==> src/rtl/corr_multi.sv <==
// corr_multi: multi-channel windowed x/y correlator with snapshot readout and control over a BytePipe
module corr_multi #(
  parameter int N_CHAN = 4,
  parameter int WINDOW_LOG2 = 8,
  parameter logic [7:0] VERSION = 8'h01
) (
  input  logic              i_clk,
  input  logic              i_rst_n,
  input  logic              i_cg,
  input  logic [N_CHAN-1:0] i_x,
  input  logic [N_CHAN-1:0] i_y,
  input  logic [7:0]        i_bp_data,
  input  logic              i_bp_valid,
  output logic              o_bp_ready,
  output logic [7:0]        o_bp_data,
  output logic              o_bp_valid,
  input  logic              i_bp_ready
);
  localparam int W = WINDOW_LOG2 + 1;
  localparam int NC = 4 * N_CHAN;
  typedef enum logic [1:0] {IDLE, WDATA, REPLY} state_t;
  state_t state;
  logic [6:0] addr;
  logic [1:0] ctrl;
  logic [7:0] win_seq;
  logic [WINDOW_LOG2-1:0] win_ctr;
  logic [W-1:0] live [NC];
  logic [W-1:0] snap [NC];
  logic [W-1:0] nxt [NC];
  logic [NC-1:0] term;
  logic [8:0] sat;
  logic [7:0] rd_data;
  logic acc, wend, wr, clr;
  assign acc = i_cg & ctrl[0];
  assign wend = acc & (&win_ctr);
  assign wr = i_cg & i_bp_valid & (state == WDATA) & (addr == 7'd4);
  assign clr = wr & i_bp_data[2];
  // counter slot 4c+k holds channel c, term k: x, y, x&y, x^y
  always_comb begin
    term = '0;
    for (int c = 0; c < N_CHAN; c++) begin
      term[4*c]   = i_x[c];
      term[4*c+1] = i_y[c];
      term[4*c+2] = i_x[c] & i_y[c];
      term[4*c+3] = i_x[c] ^ i_y[c];
    end
    for (int i = 0; i < NC; i++) nxt[i] = live[i] + W'(term[i]);
  end
  always_comb begin
    sat = '0;
    case (i_bp_data[6:0])
      7'd0:    rd_data = VERSION;
      7'd1:    rd_data = 8'(N_CHAN);
      7'd2:    rd_data = 8'(WINDOW_LOG2);
      7'd3:    rd_data = win_seq;
      7'd4:    rd_data = {6'b0, ctrl};
      default: rd_data = 8'h00;
    endcase
    for (int i = 0; i < NC; i++)
      if ({1'b0, i_bp_data[6:0]} == 8'(i + 5)) begin
        sat = 9'(snap[i]);
        rd_data = sat[8] ? 8'hFF : sat[7:0];
      end
  end
  always_ff @(posedge i_clk or negedge i_rst_n)
    if (!i_rst_n) begin
      win_ctr <= '0;
      win_seq <= '0;
      for (int i = 0; i < NC; i++) begin
        live[i] <= '0;
        snap[i] <= '0;
      end
    end else if (clr) begin
      win_ctr <= '0;
      win_seq <= '0;
      for (int i = 0; i < NC; i++) begin
        live[i] <= '0;
        snap[i] <= '0;
      end
    end else if (acc) begin
      win_ctr <= win_ctr + 1'b1;
      if (wend) win_seq <= win_seq + 8'd1;
      for (int i = 0; i < NC; i++) begin
        live[i] <= wend ? '0 : nxt[i];
        if (wend && !ctrl[1]) snap[i] <= nxt[i];
      end
    end
  always_ff @(posedge i_clk or negedge i_rst_n)
    if (!i_rst_n) begin
      state <= IDLE;
      o_bp_ready <= 1'b1;
      o_bp_valid <= 1'b0;
      o_bp_data <= 8'h00;
      addr <= '0;
      ctrl <= 2'b01;
    end else if (i_cg)
      case (state)
        IDLE: if (i_bp_valid) begin
          if (i_bp_data[7]) begin
            state <= WDATA;
            addr <= i_bp_data[6:0];
          end else begin
            state <= REPLY;
            o_bp_data <= rd_data;
            o_bp_valid <= 1'b1;
            o_bp_ready <= 1'b0;
          end
        end
        WDATA: if (i_bp_valid) begin
          state <= IDLE;
          if (addr == 7'd4) ctrl <= i_bp_data[1:0];
        end
        REPLY: if (i_bp_ready) begin
          state <= IDLE;
          o_bp_valid <= 1'b0;
          o_bp_ready <= 1'b1;
        end
        default: state <= IDLE;
      endcase
endmodule

==> config.mk <==
export PLATFORM = sky130hd
export DESIGN_NAME = corr_multi
export DESIGN_NICKNAME = d
export VERILOG_FILES = /design/src/rtl/corr_multi.sv
export SDC_FILE = /design/constraint.sdc
export NUM_CORES = 1
export LEC_CHECK = 0
export CAP_MARGIN = 20
export CORE_MARGIN = 4
export CORE_UTILIZATION = 35
export DETAILED_ROUTE_END_ITERATION = 12
export SKIP_LAST_GASP = 1
export SLEW_MARGIN = 15
export SYNTH_ARGS = -nofsm -noshare
export SYNTH_HDL_FRONTEND = slang
export SYNTH_SLANG_ARGS = --single-unit
==> constraint.sdc <==
create_clock -name i_clk -period 3.8 [get_ports i_clk]
set_clock_uncertainty 0.1 [all_clocks]
set_input_delay 0.38 -clock i_clk [delete_from_list [all_inputs] [get_ports i_clk]]
set_output_delay 0.38 -clock i_clk [all_outputs]
set_load 0.005 [all_outputs]
==> impl_metrics.py <==
metrics = {
    "run_status": {
        "outcome": "finished, final reports clean",
    },
    "route": {
        "avgRoutedWirePerCell_um": 20.0,
        "antenna_violating_nets_post_route": 0,
        "drt-pass1-iter-count": 6,
        "top_signal_layer_used": "met5",
        "routed-wl-met2_um": 21500,
        "drtIter0Drc": 1321,
        "drt_drc_violations_left": 0,
        "met1Wirelength_um": 22800,
        "via_per_instance_ratio": 5.64,
        "detail_route.wirelength_um": 48200,
        "detailroute.via_count": 13600,
        "met3_wirelength_um": 2690,
    },
    "worst_setup_path": {
        "critPathKind": "reg2reg",
        "reg2reg_from": "state[1]",
        "crit_path_start": "state[1]",
        "cp.arrival_ns": 3.36,
        "path_depth_of_the_worst_reg2reg_path": 7,
        "critPathMaxFanout": 80,
        "timing.critical_path.to_type": "flop",
        "worst-endpoint-required_ns": 4.12,
        "critical_path.startpoint_type": "flop",
    },
    "floorplanning": {
        "count_of_pins_on_the_block_boundary": 31,
        "design.die.area_um2": 51800,
        "die_height_um": 227,
        "core.rowCount": 80,
        "fp.dieW_um": 227,
        "core-area_um2": 47600,
        "start_util_pct": 35.4,
    },
    "worst_hold_path": {
        "holdCritPathClass": "in2async",
    },
    "synthesis": {
        "yosysWarningCount": 0,
        "synth-edff-count": 0,
        "netlist_area_um2": 16900,
        "post-synth-top-count-cell": "dfrtp_1",
        "ys_seq_area_share_pct": 48.2,
        "synthesis.instances": 1793,
        "synth_top_cell_area_share_pct": 47.9,
        "synthTopCellsByArea": "dfrtp_1 (48%), o21ai_0 (6.6%), nand2_1 (5.3%)",
        "mappedNetlistNets": 1852,
        "yosysTopAreaCell": "dfrtp_1",
        "asr_flop_ratio_synth_pct": 100,
        "synth.distinct_cells": 69,
        "post_synthesis_average_cell_area_um2": 9.40,
        "postSynth.topFlopCell": "dfrtp_1",
        "ys_top_cells_by_count": "dfrtp_1 (323), nand2_1 (239), o21ai_0 (224)",
        "postSynthRegisterBits": 325,
    },
    "flow_run": {
        "timing.max_cap.violations": 0,
    },
    "clock_network": {
        "cts_made_buffers": 38,
        "cts.sinks": 325,
        "clock_tree.root_cell": "clkbuf_16",
        "cts_tree": "yes",
        "clk_pin_slew_ns": 0.06,
        "cts_buffer_depth": 3,
        "clkLatencyLatePin_ns": 0.54,
        "post-cts-setup-buffer-count": 0,
        "cts_htree_levels": 2,
        "postCtsResizedCells": 0,
    },
    "power": {
        "ir_drop_uv": 278,
        "power_uw": 9060,
        "static-leakage-power_uw": 0.00788,
        "power-per-cell-area_nw_per_um2": 477,
    },
    "sta": {
        "max_freq_mhz": 329,
        "worst-slew-pin-transition_ns": 0.855,
        "final-setup-viol-count": 0,
        "layout_min_cycle_time_ns": 3.04,
        "finalHoldViolCount": 0,
        "final_total_negative_setup_slack_ns": 0,
        "final.period_utilization_pct": 80.0,
        "worst_slew_margin_rel_pct": 42.9,
        "rsz0062_at_grt": "false",
        "final_max_slew_viols": 0,
    },
    "layout": {
        "layout.cell_area.non_filler_um2": 19000,
        "num_antenna_cells": 0,
        "fin_nets": 1830,
        "num-fill-cells": 4659,
        "fin_cells": 2414,
        "syn2layout_area_growth_pct": 12.7,
        "post_route_cells_drive_above_1_share_pct": 7.23,
    },
    "placement": {
        "portBuffers": 30,
        "globalplace.congestion": 0.898,
        "place.detailed.hpwl_um": 30700,
        "dp_cells": 2345,
        "place_area_um2": 17700,
    },
    "grt": {
        "initial_antenna_violation_count": 1,
        "grt_pass1_wl_um": 76900,
        "via_count_of_the_first_global_routing_pass": 13300,
        "gr-total-overflow": 0,
        "grt_max_degree": 117,
        "gr-usage-all-layers_pct": 18.7,
    },
}
## timing repair
action	in CTS	in global routing
endpoints found under the setup margin	0	0
hold buffers	1	0
endpoints found under the hold margin	73	0
## critical path, stage by stage (launching register included)
cell and delay [ns]:
dfrtp_1 0.46, or4b_4 0.58, nor4_4 0.37, and2_4 0.28
buf_4 0.38, nor2_4 0.08, buf_12 0.19, a22o_1 0.30
## stage by stage
| stage | utilization [%] | setup WS [ns] | hold slack, ns |
|---|---|---|---|
| global placement | 37.2 | 0.648 | 0.307 |
| finish | 39.9 | 0.761 | 0.306 |
| global route | 39.9 | 0.775 | 0.362 |
| floorplan | - | 1.34 | -0.0156 |
| CTS | 39.9 | 0.907 | 0.341 |
| detailed placement | 37.2 | 0.624 | 0.309 |
## cells in the final DEF (no fill, tap or decap), types with 5 or more instances in the layout
cell type | synthesis | layout
dfrtp_1 | 323 | 323
nand2_1 | 239 | 239
o21ai_0 | 224 | 224
nor2_1 | 141 | 138
o31ai_1 | 95 | 95
xnor2_1 | 93 | 93
and3_1 | 73 | 73
a21oi_1 | 70 | 70
a22o_1 | 65 | 65
ha_1 | 38 | 38
clkbuf_16 | 0 | 38
nand3_1 | 32 | 32
xor2_1 | 32 | 32
nand3b_1 | 27 | 27
nor3_1 | 27 | 27
clkdlybuf4s50_1 | 0 | 27
buf_4 | 1 | 24
nor3b_1 | 19 | 19
o22ai_1 | 16 | 16
or3_1 | 14 | 14
clkbuf_1 | 80 | 10
o32a_1 | 9 | 9
mux2_2 | 9 | 9
nand4_1 | 8 | 8
nand2b_1 | 8 | 8
o221ai_1 | 8 | 8
o21ai_1 | 8 | 8
buf_12 | 0 | 8
clkbuf_8 | 0 | 7
a31oi_1 | 6 | 6
inv_1 | 5 | 5
and2_1 | 7 | 5
or2_2 | 5 | 5
o41ai_1 | 5 | 5
clkinv_2 | 0 | 5
## flip-flops by register name (all words and copies together), names as in the netlist, 2 cells and up
register	count
o_bp_data	8
win_seq	8
ctrl	2
state	2
addr	7
snap	144
live	144
win_ctr	8
## metal layers
| metal | track usage, % | vias to the layer above |
|---|---|---|
| met5 | 0 | - |
| li1 | - | 6393 |
| met1 | 27.0 | 6743 |
| met2 | 29.0 | 395 |
| met3 | 3.25 | 88 |
| met4 | 5.35 | 2 |
## path summary, 6_finish.rpt
| path | endpoint | slack [ns] |
|---|---|---|
| max in group asynchronous | live[83] | 2.21 |
| setup reg to reg | live[127] | 0.76 |
| hold reg to reg | snap[84] | 0.38 |
| min in group i_clk | snap[84] | 0.38 |
| setup / recovery | live[127] | 0.76 |
| hold / removal | live[140] | 0.31 |
## final cells by class
cell class | instances | area [um2] | share of cell area (%)
Timing Repair Buffer | 63 | 646 | 3.40
Clock buffer | 55 | 1080 | 5.71
Multi-Input combinational cell | 1338 | 8160 | 43.0
Tap cell | 615 | 769 | 4.05
Inverter | 5 | 18.8 | 0.0988
Sequential cell | 325 | 8140 | 42.8
Clock inverter | 13 | 188 | 0.988
## where the power goes
| part | total (uW) | switching [uW] | internal (uW) | leakage (uW) |
|---|---|---|---|---|
| registers | 4020 | 253 | 3770 | 0.00447 |
| clock network | 3760 | 1500 | 2260 | 0.000627 |
| logic | 1280 | 728 | 553 | 0.00279 |
| total | 9060 | 2480 | 6580 | 0.00788 |
## cell families after synthesis
group / after synthesis / share of synthesized area [%]
buffers and inverters: 130 / 3.55
AND/OR/NAND/NOR: 622 / 17.7
multiplexers: 10 / 0.660
adder cells (fa/ha/maj): 38 / 2.82
flip-flops: 325 / 48.2
AO/OA/AOI/OAI: 543 / 20.5
XOR/XNOR: 125 / 6.49
(Power assumes the default switching activity.)
